[config.mk]
export PLATFORM = sky130hd
export DESIGN_NAME = fwd_hazard_ctrl
export DESIGN_NICKNAME = d
export VERILOG_FILES = /design/src/rtl/fwd_hazard_ctrl_pkg.sv /design/src/rtl/fwd_hazard_ctrl_select.sv /design/src/rtl/fwd_hazard_ctrl.sv
export SDC_FILE = /design/constraint.sdc
export NUM_CORES = 1
export LEC_CHECK = 0
export CAP_MARGIN = 15
export CELL_PAD_IN_SITES_DETAIL_PLACEMENT = 0
export CELL_PAD_IN_SITES_GLOBAL_PLACEMENT = 1
export CORE_MARGIN = 4
export CORE_UTILIZATION = 33
export DETAILED_ROUTE_END_ITERATION = 8
export PLACE_DENSITY_LB_ADDON = 0.1
export SETUP_SLACK_MARGIN = 0.15
export SYNTH_ARGS = -nofsm -noshare
export SYNTH_HDL_FRONTEND = slang
export SYNTH_SLANG_ARGS = --single-unit
[constraint.sdc]
create_clock -name clk -period 2.31 [get_ports clk]
set_input_delay 0.693 -clock clk [delete_from_list [all_inputs] [get_ports clk]]
set_output_delay 0.693 -clock clk [all_outputs]
set_load 0.005 [all_outputs]
[src/rtl/fwd_hazard_ctrl_pkg.sv]
// rtl/fwd_hazard_ctrl_pkg.sv - shared select codes and shadow-entry type for forwarding control
package fwd_hazard_ctrl_pkg;

  localparam logic [1:0] FWD_RF  = 2'd0;
  localparam logic [1:0] FWD_WB  = 2'd1;
  localparam logic [1:0] FWD_MEM = 2'd2;

  // Shadow entries store register indices zero-extended to this width; REG_W must not exceed it.
  localparam int DEST_W = 8;
  localparam logic [DEST_W-1:0] REG_ZERO = '0;

  typedef struct packed {
    logic [DEST_W-1:0] dest;
    logic              wr;
    logic              ld;
  } shadow_t;

  localparam shadow_t SHADOW_BUBBLE = '{dest: REG_ZERO, wr: 1'b0, ld: 1'b0};

endpackage

[src/rtl/fwd_hazard_ctrl_select.sv]
// rtl/fwd_hazard_ctrl_select.sv - forward-select decision for one EX source operand
module fwd_select
  import fwd_hazard_ctrl_pkg::*;
#(
  parameter int REG_W = 5
) (
  input  logic [REG_W-1:0] src_i,
  input  logic             src_used_i,
  input  shadow_t          ex_i,
  input  shadow_t          mem_i,
  output logic [1:0]       sel_o
);

  logic [DEST_W-1:0] src;
  assign src = DEST_W'(src_i);

  // The entry in ex reaches MEM alongside this reader; a load there has no ALU result to forward.
  always_comb begin
    sel_o = FWD_RF;
    if (src_used_i && (src != REG_ZERO)) begin
      if (ex_i.wr && !ex_i.ld && (ex_i.dest == src)) begin
        sel_o = FWD_MEM;
      end else if (mem_i.wr && (mem_i.dest == src)) begin
        sel_o = FWD_WB;
      end
    end
  end

endmodule

[src/rtl/fwd_hazard_ctrl.sv]
// rtl/fwd_hazard_ctrl.sv - EX operand forwarding selects, load-use stall and stall counter
module fwd_hazard_ctrl
  import fwd_hazard_ctrl_pkg::*;
#(
  parameter int REG_W = 5,
  parameter int CNT_W = 32
) (
  input  logic             clk,
  input  logic             rst,
  input  logic             id_valid,
  input  logic [REG_W-1:0] id_rs,
  input  logic [REG_W-1:0] id_rt,
  input  logic             id_uses_rt,
  input  logic [REG_W-1:0] id_dest,
  input  logic             id_reg_write,
  input  logic             id_mem_read,
  input  logic             flush,
  output logic [1:0]       fwd_a_sel,
  output logic [1:0]       fwd_b_sel,
  output logic             stall,
  output logic [CNT_W-1:0] stall_count
);

  shadow_t ex_q, ex_d, mem_q, wb_q;
  logic [1:0] sel_a_d, sel_b_d;
  logic [DEST_W-1:0] rs_w, rt_w;
  logic hold_sel;

  assign rs_w = DEST_W'(id_rs);
  assign rt_w = DEST_W'(id_rt);

  assign stall = id_valid & ~flush & ex_q.ld & ex_q.wr & (ex_q.dest != REG_ZERO) &
                 ((ex_q.dest == rs_w) | (id_uses_rt & (ex_q.dest == rt_w)));

  assign hold_sel = stall | flush | ~id_valid;

  always_comb begin
    ex_d = SHADOW_BUBBLE;
    if (!(stall || flush)) begin
      ex_d = '{dest: DEST_W'(id_dest),
               wr:   id_valid & id_reg_write,
               ld:   id_valid & id_mem_read};
    end
  end

  fwd_select #(.REG_W(REG_W)) u_sel_a (
    .src_i      (id_rs),
    .src_used_i (1'b1),
    .ex_i       (ex_q),
    .mem_i      (mem_q),
    .sel_o      (sel_a_d)
  );

  fwd_select #(.REG_W(REG_W)) u_sel_b (
    .src_i      (id_rt),
    .src_used_i (id_uses_rt),
    .ex_i       (ex_q),
    .mem_i      (mem_q),
    .sel_o      (sel_b_d)
  );

  always_ff @(posedge clk) begin
    if (rst) begin
      ex_q        <= SHADOW_BUBBLE;
      mem_q       <= SHADOW_BUBBLE;
      wb_q        <= SHADOW_BUBBLE;
      fwd_a_sel   <= FWD_RF;
      fwd_b_sel   <= FWD_RF;
      stall_count <= '0;
    end else begin
      ex_q      <= ex_d;
      mem_q     <= ex_q;
      wb_q      <= mem_q;
      fwd_a_sel <= hold_sel ? FWD_RF : sel_a_d;
      fwd_b_sel <= hold_sel ? FWD_RF : sel_b_d;
      if (stall && (stall_count != {CNT_W{1'b1}})) begin
        stall_count <= stall_count + CNT_W'(1);
      end
    end
  end

endmodule

== Yosys cells after proc, flatten, opt, wreduce, memory -nomap -nowiden ==
Index checks and enable logic that the tools add are counted.
W data, S select, Z words.
Operators by class
  multiplexer cells: 4
  bitwise operators: 15
  equal/unequal tests: 5
  add/subtract/negate cells: 1
  reduce and logical (&&, ||, !) cells: 17
Operators by type and width (count)
  $add A32 B1 Y32 const B: 1
  $eq A8 B5 Y1: 4
  $ne A32 B32 Y1 const B: 1
  $reduce_bool A8 Y1: 3
  $and A1 B1 Y1: 8
  $reduce_or A4 Y1: 2
  $logic_and A1 B1 Y1: 7
  $reduce_or A3 Y1: 2
  $mux W2: 2
  $not A1 Y1: 4
  $or A1 B1 Y1: 3
  $mux W1: 2
  $reduce_or A2 Y1: 1
  $logic_not A1 Y1: 1
  $logic_or A1 B1 Y1: 1
Storage, ports and cells
  logic and storage cells: 53
  bits in registers: 55
  bits of input ports: 22

== Longest topological paths before layout ==
  word-level depth: 9
  gate-level depth with buffers: 8
  mapped depth without buffers: 7

== Modules after synthesis ==
A second synthesis with hierarchy kept.
Second synthesis, totals
  cells, all modules: 296
  area total of the unflattened synthesis: 2615.0 µm²
Modules (own cells, without submodules)
  fwd_hazard_ctrl: cells each 254, instances 1, area each 2277.2 µm²
  fwd_select: cells each 21, instances 2, area each 168.9 µm²

== Worst setup path after synthesis ==
OpenSTA, ideal clock, no wires.
  path type: in2out
  start point: input port id_rs[4]
  end point: output port stall
  slack: -50 ps
  stages: 6
  required time: 1617 ps
  data arrival time: 1667 ps
  path buffers: 1
  cells stage by stage: xnor2_1 -> nand3_1 -> nor3_1 -> o21ai_1 -> buf_2 -> inv_1
Between the ends
  cells in the longest elaborated chain, start to end: 3
Ends and longest elaborated chain
  start: declaration: RTL line fwd_hazard_ctrl.sv:11  | input logic [REG_W-1:0] id_rs,
  $eq A8 B5 Y1: RTL line fwd_hazard_ctrl.sv:33  | ((ex_q.dest == rs_w) | (id_uses_rt & (ex_q.dest == rt_w)));
  $or A1 B1 Y1: RTL line fwd_hazard_ctrl.sv:33
  $and A1 B1 Y1: RTL line fwd_hazard_ctrl.sv:32  | assign stall = id_valid & ~flush & ex_q.ld & ex_q.wr & (ex_q.dest != REG_ZERO) &
  end: declaration: RTL line fwd_hazard_ctrl.sv:20  | output logic stall,
No other way between the ends.

== Final worst setup path ==
  start point: input port id_rt[4]
  end point: output port stall
Between the ends
  cells in the longest elaborated chain, start to end: 4
Ends and longest elaborated chain
  start: declaration: RTL line fwd_hazard_ctrl.sv:12  | input logic [REG_W-1:0] id_rt,
  $eq A8 B5 Y1: RTL line fwd_hazard_ctrl.sv:33
  $and A1 B1 Y1: RTL line fwd_hazard_ctrl.sv:33
  $or A1 B1 Y1: RTL line fwd_hazard_ctrl.sv:33
  $and A1 B1 Y1: RTL line fwd_hazard_ctrl.sv:32
No other way between the ends.

==> flow_metrics.tcl <==
set metrics [dict create \
    fill_cells 734 \
    drt-total-wl_um 7310 \
    grt_max_degree 48 \
    cts_buffers 5 \
    syn_area_um2 2460 \
    fin_nets 421 \
    layout-drive-gt1-share 0.283 \
    clk_path_buf_depth 2 \
    synthTopCellsByCount "49 x dfxtp_1, 28 x a21oi_1, 17 x nand3_1, 17 x o21ai_0, 15 x nor2_1" \
    syn_nets 315 \
    grt_pass1_wl_um 11500 \
    arrival_ns 1.62 \
    start_util 0.340 \
    drv_slew 0 \
    cts_root_buf "clkbuf_8" \
    setup.worst_path.start "id_rt[4]" \
    synth_largest_area_cell "dfxtp_1" \
    ioPinCount 59 \
    ys_seq_area_frac 0.398 \
    fin_skew_ns 0.0145 \
    track_usage 0.163 \
    critPathCaptureType "output pin" \
    coreArea_um2 7250 \
    clockPowerShare 0.383 \
    required_ns 1.62 \
    ys_async_sr_fraction 0 \
    post-place-ws_ns -0.816 \
    ys_types 36 \
    layout.cells.non_filler 498 \
    hold_viol 0 \
    post_drt_wl_per_cell_um 14.7 \
    status "complete, no violations" \
    area_growth_pct 53.1 \
    viasPerCell 5.25 \
    cp-start-kind "input port" \
    total_power_mw 1.64 \
    p_per_area_nw_per_um2 434 \
    leakagePower_nw 1.35 \
    antenna_found_initial 0 \
    multi_input_area_um2 1550 \
    n_antenna_cell 0 \
    period_needed_ns 2.31 \
    fin_crit_sh 1.00 \
    vias 2616 \
    crit_type "in -> out" \
    max_slew.worst_pin.slew_ns 0.526 \
    drc 0 \
    netSwitchingPower_mw 0.375 \
    gp_congestion 0.885 \
    post-synth-top-count-cell "dfxtp_1" \
    rows 31 \
    die_h_um 94.4 \
    yosysWarnings 0 \
    synth.top_cell.area_share 0.398 \
    fin_ws_ns 0.000347 \
    antenna_left 0 \
    regArea_um2 991 \
    synth-main-ff-cell "dfxtp_1" \
    cts.sink_count 49 \
    die-area_um2 8920 \
    ff2ff_setup_slack_ns 0.13 \
    synthCells 292 \
    dp_cells 481 \
    worstReg2RegStart "ex_q[2]" \
    synth_edf_count 0 \
    cts_tree "done" \
    comb_power_share 0.092 \
    worstPathMaxFanout 2 \
    clock.fmax_mhz 433 \
    htreeDepth 2 \
    grt_pass1_vias 2409 \
    fp.dieW_um 94.4 \
    r2r_end "stall_count[19]" \
    gr-total-overflow 0 \
    drt-initial-drc-count 86 \
    clock_latency_ns 0.31 \
    dp_hpwl_um 5340 \
    clkTransAtPathRegs_ns 0.10 \
    max-vdd-ir-drop_mv 0.215 \
    rsz0062_at_grt "yes" \
    reg2reg_depth 12 \
    p_seq_frac 0.525 \
    drtPass1Iterations 4 \
    p_int_mw 1.26 \
    synth_area_leaders "dfxtp_1 40%, a21oi_1 5.7%, xor2_1 3.9%" \
    switching_share 0.229 \
    ys_seq_elements 49 \
    synth.avg_cell_area_um2 8.44 \
    endpoint "stall" \
    hold_path_class "reg -> reg" \
    relSlewSlack 0.646 \
    io_buffers 58 \
    drv_cap 0 \
    cts_hold_buf 0 \
    setup_viol 0 \
]
==> power groups by stage <==
| stage | Combinational (mW) | Clock (mW) | Sequential, mW |
|---|---|---|---|
| 4_1_cts | 0.141 | 0.643 | 0.859 |
| 3_5_place_dp | 0.138 | 0 | 0.878 |
| 5_1_grt | 0.162 | 0.679 | 0.861 |
| 3_3_place_gp | 0.137 | 0 | 0.878 |
| 2_1_floorplan | 0.0492 | 0 | 0.876 |
| 6_report | 0.150 | 0.627 | 0.860 |
==> worst max-delay path, cell delays in order <==
cell and delay [ns]:
buf_6 0.10, xor2_2 0.14, nor3_2 0.21, and3_4 0.24
o21ai_4 0.07, inv_4 0.08, buf_6 0.09
==> final cells by class <==
type                       count  share of cell area
multi-input combinational    227               0.411
sequential                    49               0.263
timing repair buffer         111               0.258
tap                           99              0.0328
clock buffer                   5              0.0182
clock inverter                 3              0.0123
inverter                       4             0.00464
==> state kept, by name (all words and copies together), names as in the netlist <==
signal,cells
stall_count,32
ex_q,7
fwd_b_sel,2
fwd_a_sel,2
mem_q,6
==> per-layer routing <==
| metal | GRT usage | up-vias | wire (um) |
|---|---|---|---|
| li1 | - | 1297 | - |
| met1 | 0.209 | 1245 | 3430 |
| met2 | 0.271 | 61 | 3440 |
| met3 | 0.0319 | 13 | 295 |
| met4 | 0.0590 | 0 | 150 |
| met5 | 0 | - | 0 |
==> layout by cell type, fill, tap and decap left out, drive strengths merged, types with 2 or more instances in the layout <==
| cell type | count |
|---|---|
| o31ai | 9 |
| clkbuf | 5 |
| nand4b | 2 |
| nand2b | 2 |
| mux2 | 5 |
| or4 | 11 |
| xor2 | 11 |
| a21oi | 28 |
| clkdlybuf4s50 | 44 |
| dlygate4sd2 | 3 |
| nor2 | 15 |
| o21ai | 18 |
| nor3 | 12 |
| inv | 4 |
| nor4 | 6 |
| xnor2 | 9 |
| o211ai | 3 |
| and3 | 9 |
| nand4 | 13 |
| dfxtp | 49 |
| buf | 62 |
| nand2 | 14 |
| clkdlybuf4s15 | 2 |
| or3 | 16 |
| and4 | 7 |
| and2 | 2 |
| nand3 | 17 |
| nor2b | 12 |
==> metrics by stage <==
step                      setup TNS (ns)   util  cell area [um^2]  hold WS [ns]
after floorplan                        0      -              2490         0.453
after global placement            -18.21  0.480              3480         0.477
after detailed placement          -18.80  0.480              3480         0.473
after CTS                      -0.000478  0.505              3660         0.488
after global routing             -0.0264  0.520              3770         0.513
final                                  0  0.520              3770         0.487
==> cell families after synthesis <==
group,after synthesis,synth area share
flops,49,0.398
fa+ha+maj,1,0.00508
mux,5,0.0228
xor+xnor,20,0.0711
compound gates,62,0.142
simple gates,139,0.336
buf+inv,16,0.0254
==> worst min path at each step <==
stage | start | end | slack, ns | cells past startpoint
finish | mem_q[1] | fwd_b_sel[0] | 0.49 | 1
global route | mem_q[1] | fwd_a_sel[0] | 0.51 | 1
CTS | mem_q[1] | fwd_b_sel[0] | 0.49 | 1
detailed placement | mem_q[1] | fwd_b_sel[0] | 0.47 | 1
global placement | ex_q[1] | mem_q[1] | 0.48 | 1
floorplan | ex_q[1] | mem_q[1] | 0.45 | 1
==> repair_timing <==
action	4_1_cts	5_1_grt
gates resized for setup	58	25
endpoints found under the setup margin	43	20
cloned	0	1
setup buffers	5	3
endpoints found under the hold margin	0	0
pin swaps	13	12
(Power assumes the default switching activity.)
